--- src/rtl/branch_predictor.sv ---
// Direct-mapped direction/target predictor: zero-latency lookup at IF, trained from EX on the next clk edge.
// No backpressure: one lookup and at most one update every cycle; mispredict and redirect_pc are combinational.
module branch_predictor #(
    parameter int ENTRIES = 16,
    parameter int IDX_W   = 4,
    parameter int TAG_W   = 26
) (
    input  logic        clk,
    input  logic        rst_n,
    input  logic [31:0] if_pc,
    output logic        pred_hit,
    output logic        pred_taken,
    output logic [31:0] pred_target,
    input  logic        ex_valid,
    input  logic        ex_is_branch,
    input  logic [31:0] ex_pc,
    input  logic        ex_taken,
    input  logic [31:0] ex_target,
    input  logic        ex_pred_taken,
    input  logic [31:0] ex_pred_target,
    output logic        mispredict,
    output logic [31:0] redirect_pc,
    output logic [31:0] branch_cnt,
    output logic [31:0] mispred_cnt
);

    logic [ENTRIES-1:0] valid_q;
    logic [1:0]         ctr_q [ENTRIES];
    logic [TAG_W-1:0]   tag_q [ENTRIES];
    logic [31:0]        tgt_q [ENTRIES];

    logic [IDX_W-1:0] if_idx;
    logic [IDX_W-1:0] ex_idx;
    logic [TAG_W-1:0] if_tag;
    logic [TAG_W-1:0] ex_tag;
    logic             upd;
    logic             ex_hit;

    assign if_idx = if_pc[IDX_W+1:2];
    assign if_tag = if_pc[31:IDX_W+2];
    assign ex_idx = ex_pc[IDX_W+1:2];
    assign ex_tag = ex_pc[31:IDX_W+2];

    // Gating with rst_n keeps every output at its reset value while reset is held.
    assign pred_hit    = rst_n && valid_q[if_idx] && (tag_q[if_idx] == if_tag);
    assign pred_taken  = pred_hit && ctr_q[if_idx][1];
    assign pred_target = pred_taken ? tgt_q[if_idx] : if_pc + 32'd4;

    assign upd         = ex_valid && ex_is_branch;
    assign ex_hit      = valid_q[ex_idx] && (tag_q[ex_idx] == ex_tag);
    assign mispredict  = rst_n && upd &&
                         ((ex_taken != ex_pred_taken) ||
                          (ex_taken && (ex_pred_target != ex_target)));
    assign redirect_pc = (rst_n && ex_taken) ? ex_target : ex_pc + 32'd4;

    always_ff @(posedge clk or negedge rst_n) begin
        if (!rst_n) begin
            valid_q     <= '0;
            branch_cnt  <= '0;
            mispred_cnt <= '0;
            for (int i = 0; i < ENTRIES; i++) begin
                ctr_q[i] <= 2'b01;
            end
        end else begin
            if (upd) begin
                if (branch_cnt != 32'hFFFF_FFFF) begin
                    branch_cnt <= branch_cnt + 32'd1;
                end
                if (ex_hit) begin
                    if (ex_taken && ctr_q[ex_idx] != 2'b11) begin
                        ctr_q[ex_idx] <= ctr_q[ex_idx] + 2'd1;
                    end else if (!ex_taken && ctr_q[ex_idx] != 2'b00) begin
                        ctr_q[ex_idx] <= ctr_q[ex_idx] - 2'd1;
                    end
                end else if (ex_taken) begin
                    valid_q[ex_idx] <= 1'b1;
                    ctr_q[ex_idx]   <= 2'b10;
                end
            end
            if (mispredict && mispred_cnt != 32'hFFFF_FFFF) begin
                mispred_cnt <= mispred_cnt + 32'd1;
            end
        end
    end

    // Tag/target need no reset; a taken update either refreshes a hit or allocates a miss.
    always_ff @(posedge clk) begin
        if (rst_n && upd && ex_taken) begin
            tag_q[ex_idx] <= ex_tag;
            tgt_q[ex_idx] <= ex_target;
        end
    end

endmodule

--- config.mk ---
export PLATFORM = sky130hd
export DESIGN_NAME = branch_predictor
export DESIGN_NICKNAME = d
export VERILOG_FILES = /design/src/rtl/branch_predictor.sv
export SDC_FILE = /design/constraint.sdc
export NUM_CORES = 2
export LEC_CHECK = 0
export CORE_MARGIN = 2
export CORE_UTILIZATION = 30
export DETAILED_ROUTE_END_ITERATION = 8
export SETUP_SLACK_MARGIN = 0.4
export SLEW_MARGIN = 20
export SYNTH_ARGS = -nofsm -noshare
export SYNTH_HDL_FRONTEND = slang
export SYNTH_SLANG_ARGS = --single-unit
--- constraint.sdc ---
create_clock -name clk -period 6.1 [get_ports clk]
set_clock_uncertainty 0.15 [all_clocks]
set_input_delay 1.22 -clock clk [delete_from_list [all_inputs] [get_ports clk]]
set_output_delay 1.22 -clock clk [all_outputs]
set_load 0.01 [all_outputs]
[Word level (Yosys, flattened, before mapping)]
Memories as Yosys holds them, arrays and structs flattened.
Index checks and enable logic that the tools add are counted.
Word-level totals
  bits in registers: 112
  bits in writable memories: 928
  input bits: 134
  output and inout port bits: 131
  memories: 2
Memories
  tgt_q: depth 16, bits a word 32, rd ports 1, clocked after memory_dff 0, write ports 1, RTL line 30  | logic [31:0] tgt_q [ENTRIES];
  tag_q: depth 16, bits a word 26, rd ports 2, clocked after memory_dff 0, write ports 1, RTL line 29  | logic [TAG_W-1:0] tag_q [ENTRIES];
Operators by class
  $add $sub $neg: 6
  magnitude comparators: 6
  eq/ne operators: 8
  muxes and demuxes: 24
  bitwise gates (word level): 7
  reductions and logical operators: 22
Operators by type and width (count)
  32-bit 2-to-1 mux: 6
  32-bit by 1-bit adder with 32-bit output (second input constant): 2
  32-bit by 3-bit adder with 32-bit output (second input constant): 2
  32-bit bitwise mux: 2
  32-bit inequality test (second input constant): 2
  26-bit equality test: 2
  32-bit inequality test: 1
  16-bit bitwise OR: 2
  16-bit bitwise AND: 1
  2-bit binary-select mux with 4-bit select: 2
  16-bit inverter: 1
  1-bit logical AND: 15
  5-bit greater-or-equal comparator (second input constant): 2
  4-bit by 5-bit < comparator with 1-bit output (second input constant): 2
  2-bit 2-to-1 mux: 5
  4-bit inverter with 5-bit output: 2
  1-bit binary-select mux with 4-bit select: 2
  2-bit demux with 4-bit select: 1
  3-bit AND reduction: 2
  5-bit by 1-bit < comparator with 1-bit output (second input constant): 1
  1-bit 2-to-1 mux: 5
  1-bit demux with 4-bit select: 1
  4-bit by 1-bit greater-or-equal comparator with 1-bit output (second input constant): 1
  2-bit nonzero test: 2
  9 further kinds: 9

[Depth between registers and ports, before layout]
  depth after elaboration: 9
  gate-level depth with buffers: 16
  depth with buffers taken out: 10

[Least setup slack after synthesis]
OpenSTA, ideal clock, no wires.
  path type: input -> output
  from: input if_pc[2]
  to: output pred_target[10]
  data arrival time: 4.247 ns
  required time: 4.730 ns
  path slack: 0.483 ns
  cell stages on the path: 9
  path through: buf_4 > buf_4 > buf_2 > buf_4 > buf_2 > buf_1 > mux4_2 > mux4_2 > mux2_1
Between the ends
  longest elaborated chain between the ends: 6
RTL lines
  start, declared: RTL line 10  | input logic [31:0] if_pc,
  branches (longest 5 deep; another with memory 16 x 26 bit)
  32-bit 2-to-1 mux (*): RTL line 47  | assign pred_target = pred_taken ? tgt_q[if_idx] : if_pc + 32'd4;
  end, declared: RTL line 13  | output logic [31:0] pred_target,
Mark *: on every way between the ends. The select of a mux whose other input is x is not followed.

[Final worst setup path]
  from: input if_pc[3]
  to: output pred_target[17]
The elaborated chain is that of the path after synthesis.

==> results.toml <==
[cts]
cts_tree = "done"
clock_sinks = 1040
cts_root_buf = "clkbuf_16"
clockBufferDepth = 3
clkLatencyLatePin_ns = 0.73
htree_levels = 3
clkSlewWorstSetupHoldPaths_ns = 0.06
ctsHoldBuffers = 0
cts_made_buffers = 103

[global_routing]
grt_antenna_before_repair = 13
grt.overflow.total = 0
grt_usage_pct = 18.6
grt_start_max_net_pins = 102
grt_pass1_wl_um = 215000
grt_pass1_vias = 28300

[routing]
ant_nets = 0
avgViaCountPerCell = 5.37
drt-total-wl_um = 154000
drt_iter0_markers = 3350
num_vias = 28100
wl_per_cell_um = 29.3
drt_pre_antenna_iters = 5
drc_errors = 0

[finish]
layout.nets = 3227
area.sequential_sq_um = 30700
syn2layout_area_growth_pct = 22.7
design_area_sq_um = 58300
n_fill_cell = 14700
multi_input_area_sq_um = 16200
layout-drive-gt1-share_pct = 31.1

[yosys]
synthArstFlopShare_pct = 10.8
avgSynthCellArea_sq_um = 18.2
netlist_area_sq_um = 47500
synth_edf_count = 928
ys.flop_type = "edfxtp_1"
syn_inst = 2611
synth.distinct_cells = 87
ys_warn_count = 0
yosys-top-cells-area = "edfxtp_1 59%, mux4_2 17%, dfrtp_1 5.1%, mux2i_1 2.4%, xnor2_1 2.2%"
yosysTopAreaCell = "edfxtp_1"
synth_seq_cells = 1040
synth_top_area_share_pct = 58.6
ys_seq_area_share_pct = 64.6
synth_nets = 2754

[worst_setup_path]
path_max_fanout = 24
worst_setup_path_start_kind = "input pin"
reg2reg_to = "ctr_q[15]$_DFFE_PN0P_"
r2r-start = "tag_q[10][24]$_DFFE_PP_"
path_class = "input pin to primary output"
crit_required_ns = 4.73
end_kind = "primary output"
cp-endpoint = "pred_target[17]"
reg2reg_depth = 10
arrival_ns = 4.44
reg2reg_slack_ns = 2.31
startpoint = "if_pc[3]"

[die]
die_w_um = 402
start_util_pct = 30.1
design.core.area_sq_um = 158000
floorplan.die.height_um = 402
rows = 146
dieArea_sq_um = 162000
io_pins = 265

[outcome]
status = "completed"

[pwr]
power.leakage_uw = 0.0195
pwr-share-seq_pct = 49.1
switching_power_uw = 3800
pwr-share-clk_pct = 40.6
swShare_pct = 23.5
pwr-share-comb_pct = 10.3
intPower_uw = 12400
ir_worst_vdd_mv = 0.238
p_total_uw = 16200
p_per_area_nw_per_um2 = 277

[timing]
worst_slew_pin_slew_ns = 1.02
finalHoldViolations = 0
period_share_pct = 95.2
max_slew_margin_pct = 31.8
clock.fmax_ghz = 0.172
tns_ns = 0
rsz0062_at_grt = "true"
min_period_ns = 5.81
drv_slew = 0
setup_violations = 0

[placement]
io_buffer_count = 264
dpl_cell_area_sq_um = 54100
dp_hpwl_um = 97900
gp_congestion = 0.937

[run]
maxCapViolCount = 0

[worst_hold_path]
hp-class = "register to register"
-- cells by family after synthesis --
group / count (synthesis) / synth area share, %
flip-flops: 1040 / 64.6
multiplexers: 563 / 22.0
AND/OR/NAND/NOR: 426 / 4.41
XOR/XNOR: 195 / 3.59
AO/OA/AOI/OAI: 193 / 3.11
buffers and inverters: 185 / 2.11
adder cells (fa/ha/maj): 9 / 0.237
-- worst max-delay path: stages --
cell and delay, ns:
buf_8 0.20, buf_12 0.23, buf_4 0.30, mux4_2 0.35, mux2i_1 0.18, mux2i_1 0.16
xnor2_1 0.17, nand2_1 0.16, nor3_2 0.25, and4bb_4 0.32, buf_12 0.14, buf_12 0.14
buf_12 0.13, mux2_4 0.30, buf_6 0.12
-- power by group through the flow --
stage,combinational [uW],clock [uW],sequential [uW]
after floorplan,804,0,8080
after global placement,1610,0,8080
after detailed placement,1610,0,8090
after CTS,1650,6680,7940
after global routing,1750,6940,7950
final,1660,6570,7940
-- flip-flops by register name, indices dropped and copies added (netlist names) --
name,cells
mispred_cnt,32
ctr_q,32
valid_q,16
tag_q,416
tgt_q,512
branch_cnt,32
-- through the flow --
stage / utilization (%) / hold WS, ns / std cells / setup slack [ns]
after floorplan: - / 0.304 / 2611 / 0.483
after global placement: 34.3 / 0.328 / 5020 / -0.0847
after detailed placement: 34.3 / 0.330 / 5020 / -0.124
after CTS: 36.9 / 0.345 / 5237 / 0.290
after global routing: 37.0 / 0.360 / 5241 / 0.215
final: 37.0 / 0.346 / 5242 / 0.290
-- cell type report --
type                    instances  area share, %
inverters                      39          0.251
well taps                    2072           4.44
flip-flops and latches       1040           52.6
diodes                          1        0.00429
clock inverters                68           1.37
multi-input cells            1386           27.8
repair buffers                514           8.93
clock buffers                 122           4.64
-- how the worst min path moves through the flow --
stage	from	endpoint	depth (start not counted)
floorplan	valid_q[5]$_DFFE_PN0P_	valid_q[5]$_DFFE_PN0P_	1
global placement	branch_cnt[12]$_DFFE_PN0P_	branch_cnt[12]$_DFFE_PN0P_	1
detailed placement	valid_q[12]$_DFFE_PN0P_	valid_q[12]$_DFFE_PN0P_	1
CTS	mispred_cnt[19]$_DFFE_PN0P_	mispred_cnt[19]$_DFFE_PN0P_	1
global route	mispred_cnt[19]$_DFFE_PN0P_	mispred_cnt[19]$_DFFE_PN0P_	1
finish	branch_cnt[26]$_DFFE_PN0P_	branch_cnt[26]$_DFFE_PN0P_	1
-- routing by layer --
| layer | track usage, % | wire length (um) | part of all wire (%) | vias to the layer above |
|---|---|---|---|---|
| li1 | - | - | - | 11600 |
| met1 | 24.9 | 61600 | 40 | 15000 |
| met2 | 30.5 | 74000 | 48 | 1409 |
| met3 | 3.30 | 12600 | 8.2 | 216 |
| met4 | 6.46 | 5260 | 3.4 | 6 |
| met5 | 0 | 33 | 0.021 | - |
-- cells in the mapped netlist (3+ instances only) --
master	count
a211oi_1	13
a21oi_1	25
a22o_1	9
a22o_2	6
a22o_4	10
a22oi_1	16
a32oi_1	3
and2_1	10
and3_1	23
and4_1	11
buf_1	11
buf_2	45
buf_4	14
buf_6	12
clkbuf_1	54
clkbuf_8	5
dfrtp_1	96
dfstp_2	16
edfxtp_1	928
ha_1	9
inv_1	38
mux2_1	22
mux2_2	37
mux2_4	20
mux2i_1	114
mux4_1	4
mux4_2	366
nand2_1	124
nand2b_1	4
nand3_1	46
nand4_1	32
nor2_1	92
nor2b_1	23
nor3_1	32
nor4_1	12
o21ai_0	47
o21bai_1	16
o221ai_1	6
o22ai_1	4
o2bb2ai_1	5
or2_2	3
xnor2_1	121
xor2_1	74
-- what timing repair did --
| item | CTS | global route |
|---|---|---|
| resized for setup | 208 | 29 |
| buffers inserted | 22 | 3 |
| setup endpoints to repair | 44 | 41 |
| cloned | 5 | 1 |
| pin swaps | 5 | 5 |
-- cell usage in the layout, fill, tap and decap left out, types with 47 or more instances in the layout --
cell type	count
xor2_1	74
mux4_2	366
mux2i_1	110
nor2_1	74
dfrtp_1	96
clkdlybuf4s50_1	213
clkbuf_16	104
xnor2_1	118
buf_4	201
mux2_4	47
nand2_1	124
edfxtp_1	928
Power figures use the tool's default switching activity.
==> patch 1: new RTL, same settings <==
Set the parameter `ENTRIES` to 32 (it was 16).
--- a/src/rtl/branch_predictor.sv
+++ b/src/rtl/branch_predictor.sv
@@ -3,3 +3,3 @@
 module branch_predictor #(
-    parameter int ENTRIES = 16,
+    parameter int ENTRIES = 32,
     parameter int IDX_W   = 4,
Function: not settled (the Yosys comparison gave no result); the edit may change what the design does.
==> patch 1 against the unedited design <==
  * First-iteration DRC count is 17% higher
  * Synthesized cell count is 4.4% lower
  * Wire length is 2.0% higher
  * Total power is 0.35% higher
  * Worst setup slack worse by 0.23 ns
  * Non-clock buffer count is 32 higher
  * Critical path type unchanged
  * Cell area is 0.96% lower
  * Area after synthesis is 1.7% lower
  * Register-to-register slack worse by 0.05 ns
  * Global-route usage is 0.92 points higher
  * Sequential cell count stayed put
  * Die area is 1.7% lower
==> patch 1: results (changes against the unedited design) <==
[synthesis]
synth_common_cells = 928 x edfxtp_1, 376 x mux4_2, 125 x xnor2_1  ; was 928 x edfxtp_1, 366 x mux4_2, 124 x nand2_1
synth_area_leaders = edfxtp_1 60%, mux4_2 18%, dfrtp_1 5.1%  ; was edfxtp_1 59%, mux4_2 17%, dfrtp_1 5.1%
ys_seq_area_frac = 0.657  ; was 0.646

[power_and_ir_drop]
p_leak_nw = 19.2  ; was 19.5 nW
peakVddDrop_mv = 0.236  ; was 0.238 mV
powerDensity_mw_per_mm2 = 281  ; was 277 mW/mm^2
intPower_mw = 12.3  ; was 12.4 mW

[timing]
worstMarginPinSlew_ns = 1.06  ; was 1.02 ns

[placement]
place_inst = 4906  ; was 5020
post-place-ws_ns = -0.390  ; was -0.124 ns

[setup_path]
cp.arrival_ns = 4.67  ; was 4.44 ns
crit_path_end = pred_target[5]  ; was pred_target[17]
cpPeakStageDelay_ns = 0.51  ; was 0.35 ns
crit_start = if_pc[2]  ; was if_pc[3]

[cells_and_area]
nFillCells = 14200  ; was 14700
drive_gt1_frac = 0.318  ; was 0.311

[global_routing]
grtUsageMet3 = 0.0364  ; was 0.0330
grt_pass1_wl_microns = 218000  ; was 215000 microns
use_met1 = 0.285  ; was 0.249
globalRouteMet2Util = 0.301  ; was 0.305

[routing]
dr_wl_met3_microns = 15000  ; was 12600 microns
wl_met2_microns = 71900  ; was 74000 microns
finalWirelength_microns = 157000  ; was 154000 microns

[outcome]
status = complete, no violations  ; unchanged

[clock_network]
cts_buffers = 109  ; was 103
clkLatencyLatePin_ns = 0.76  ; was 0.73 ns

==> patch 1: changes by cell type after synthesis, sizes merged, moves of 11 or more <==
cell | before | now
mux2i | 114 | 81
nand2 | 125 | 97
a22o | 25 | 6
buf | 85 | 74
mux4 | 370 | 389
nand3 | 46 | 61
o21ai | 48 | 36
o32ai | 2 | 15
mux2 | 79 | 57
clkbuf | 59 | 77
inv | 39 | 23
nor3 | 32 | 14
==> patch 1: area by class of cell <==
class / instances / area share
Clock buffer: 140 / 0.0498
Antenna cell: 2 / 0.0000866
Clock inverter: 64 / 0.0116
Sequential cell: 1040 / 0.531
Inverter: 24 / 0.00156
Multi-Input combinational cell: 1282 / 0.269
Tap cell: 2044 / 0.0443
Timing Repair Buffer: 546 / 0.0924
==> patch 1: timing repair <==
| action | in CTS | in global routing |
|---|---|---|
| pin swaps | 16 | 3 |
| gates resized for setup | 207 | 25 |
| endpoints found under the setup margin | 44 | 43 |
| hold endpoints to repair | 0 | 0 |
| setup buffers | 23 | 1 |
| cloned | 6 | 0 |
==> patch 2: new RTL, same flow settings <==
Made on the original files. Register the output `pred_target`, cleared by the reset; this adds one clock of latency there. The other outputs are not delayed to match.
--- a/src/rtl/branch_predictor.sv
+++ b/src/rtl/branch_predictor.sv
@@ -46,3 +46,9 @@
     assign pred_taken  = pred_hit && ctr_q[if_idx][1];
-    assign pred_target = pred_taken ? tgt_q[if_idx] : if_pc + 32'd4;
+    always_ff @(posedge clk or negedge rst_n) begin
+        if (!rst_n) begin
+            pred_target <= '0;
+        end else begin
+            pred_target <= pred_taken ? tgt_q[if_idx] : if_pc + 32'd4;
+        end
+    end
 
Behaviour: not the same (a bounded check fails within 4 cycles, from zero or initial values and one cycle with rst_n low).
==> patch 2 against the unedited design <==
  * Non-clock buffer count decreased by 10
  * Combinational power hardly changed
  * Via count increased by 0.86%
  * Area after synthesis increased by 0.63%
  * Total power up 1.4%
  * Wire length grew 1.7%
  * Cell area is 0.23% lower
  * Worst setup slack improved by 0.18 ns
  * Sequential cell count is 32 higher
  * Die area rose by 0.63%
  * Worst hold slack worse by 0.0010 ns
  * Synthesized cell count is 0.50% lower
==> patch 2: results (changes against the unedited design) <==
[setup_path]
cp.arrival_ns = 4.26  ; was 4.44 ns
cpPeakStageDelay_ns = 0.56  ; was 0.35 ns
crit_slowest_cell = clkdlybuf4s50_1  ; was mux4_2
r2r-start = tag_q[10][17]$_DFFE_PP_  ; was tag_q[10][24]$_DFFE_PP_
crit_top_cell = buf_4  ; was buf_12
critical-path-top-delay-family = buffers and inverters  ; unchanged
path_max_fanout = 3  ; was 24
crit_start = ex_pc[9]  ; was if_pc[3]
rr_worst_depth = 13  ; was 10

[synthesis]
synth_area_leaders = edfxtp_1 58%, mux4_2 17%, dfrtp_1 6.7%  ; was edfxtp_1 59%, mux4_2 17%, dfrtp_1 5.1%
synth_top_flop_cell = edfxtp_1  ; unchanged
yosysWarnings = 0  ; unchanged
syn_nets = 2741  ; was 2754
ys_seq_area_frac = 0.658  ; was 0.646
synthCells = 2598  ; was 2611
ys_types = 68  ; was 87
ys_async_sr_fraction = 0.134  ; was 0.108
synth_common_cells = 928 x edfxtp_1, 364 x mux4_2, 128 x dfrtp_1  ; was 928 x edfxtp_1, 366 x mux4_2, 124 x nand2_1
synth_edf_count = 928  ; unchanged

[global_routing]
grt_use_total = 0.189  ; was 0.186
grt_pass1_wl_microns = 218000  ; was 215000 microns
grt_max_degree = 63  ; was 102
antenna_found_initial = 18  ; was 13
grt_pass1_vias = 28100  ; was 28300

[cells_and_area]
nFillCells = 14600  ; was 14700
stdcell_count = 5230  ; was 5242
drive_gt1_frac = 0.286  ; was 0.311
fin_nets = 3207  ; was 3227
reg_top3 = tgt_q x512, tag_q x416  ; unchanged

[clock_network]
clk_path_buf_depth = 3  ; unchanged
hold_buffers = 0  ; unchanged
cts-root-buf = clkbuf_16  ; unchanged
cts_buffers = 109  ; was 103
clkLatencyLatePin_ns = 0.74
cts_htree_levels = 3  ; unchanged
path_clk_slew_ns = 0.06  ; about the same

[worst_hold_path]
min-delay-start = mispred_cnt[12]$_DFFE_PN0P_  ; was branch_cnt[26]$_DFFE_PN0P_
holdPathStages = 1  ; unchanged
min_path_type = reg -> reg  ; unchanged

[power_and_ir_drop]
peakVddDrop_mv = 0.233  ; was 0.238 mV
p_leak_nw = 19.3  ; was 19.5 nW
switching_share = 0.236  ; was 0.235

[placement]
gp_congestion = 0.919  ; was 0.937
dp_hpwl_microns = 102000  ; was 97900 microns
io_buffer_count = 264  ; unchanged
place_inst = 5005  ; was 5020
post-place-ws_ns = -0.102  ; was -0.124 ns

[routing]
vias_per_cell = 5.43  ; was 5.37
dr.pass1.iters = 5  ; unchanged
wl_per_cell_microns = 29.8  ; was 29.3 microns
dr.first_iter.drc_count = 3751  ; was 3350

[timing]
worstMarginPinSlew_ns = 1.08  ; was 1.02 ns

[outcome]
status = complete, no violations  ; unchanged

-- patch 2: final timing paths --
kind / to / slack [ns]
max in group asynchronous: ctr_q[21]$_DFFE_PN0P_ / 4.16
min in group asynchronous: mispred_cnt[20]$_DFFE_PN0P_ / 0.45
worst max-delay path: redirect_pc[29] / 0.47
worst min-delay path: mispred_cnt[12]$_DFFE_PN0P_ / 0.35
worst min register to register: mispred_cnt[12]$_DFFE_PN0P_ / 0.35
worst max register to register: ctr_q[30]$_DFFE_PN1P_ / 1.82
-- patch 2: routing by layer --
metal,vias up,global-route usage,share of wire
met5,-,0,0.00034
met2,1541,0.284,0.45
met4,8,0.0513,0.024
li1,11600,-,-
met3,199,0.0496,0.10
met1,15100,0.270,0.43
-- patch 2: cells by family (layout without fill, tap and decap cells) --
| kind of cell | Yosys count | count (layout) | synth area share |
|---|---|---|---|
| AO/OA/AOI/OAI | 184 | 184 | 0.0276 |
| XOR/XNOR | 202 | 202 | 0.0370 |
| adder cells (fa/ha/maj) | 9 | 9 | 0.00235 |
| buffers and inverters | 170 | 724 | 0.0179 |
| flip-flops | 1072 | 1072 | 0.658 |
| multiplexers | 562 | 562 | 0.215 |
| other | 0 | 6 | 0 |
| AND/OR/NAND/NOR | 399 | 399 | 0.0419 |
-- patch 2: layout make-up --
| cell class | count | share of cell area |
|---|---|---|
| sequential | 1072 | 0.541 |
| multi-input combinational | 1356 | 0.271 |
| timing repair buffer | 504 | 0.0829 |
| clock buffer | 133 | 0.0495 |
| tap | 2072 | 0.0445 |
| clock inverter | 66 | 0.00974 |
| inverter | 21 | 0.00135 |
| antenna | 6 | 0.000258 |
-- patch 2: power by group through the flow --
stage / Combinational, mW / Clock, mW / Sequential, mW
final: 1.66 / 6.57 / 8.17
after global routing: 1.75 / 6.96 / 8.18
after CTS: 1.65 / 6.67 / 8.17
after detailed placement: 1.61 / 0 / 8.32
after global placement: 1.60 / 0 / 8.31
after floorplan: 0.777 / 0 / 8.32
-- patch 2: through the flow --
step | instance area (sq um) | util
2_1_floorplan | 47900 | -
3_3_place_gp | 54300 | 0.343
3_5_place_dp | 54300 | 0.343
4_1_cts | 58100 | 0.367
5_1_grt | 58200 | 0.367
6_report | 58200 | 0.368
-- patch 2: what timing repair did --
item | 4_1_cts | 5_1_grt
endpoints found under the setup margin | 13 | 14
resized for setup | 27 | 19
setup buffers | 13 | 2
pin swaps | 9 | 4
gates cloned | 4 | 1
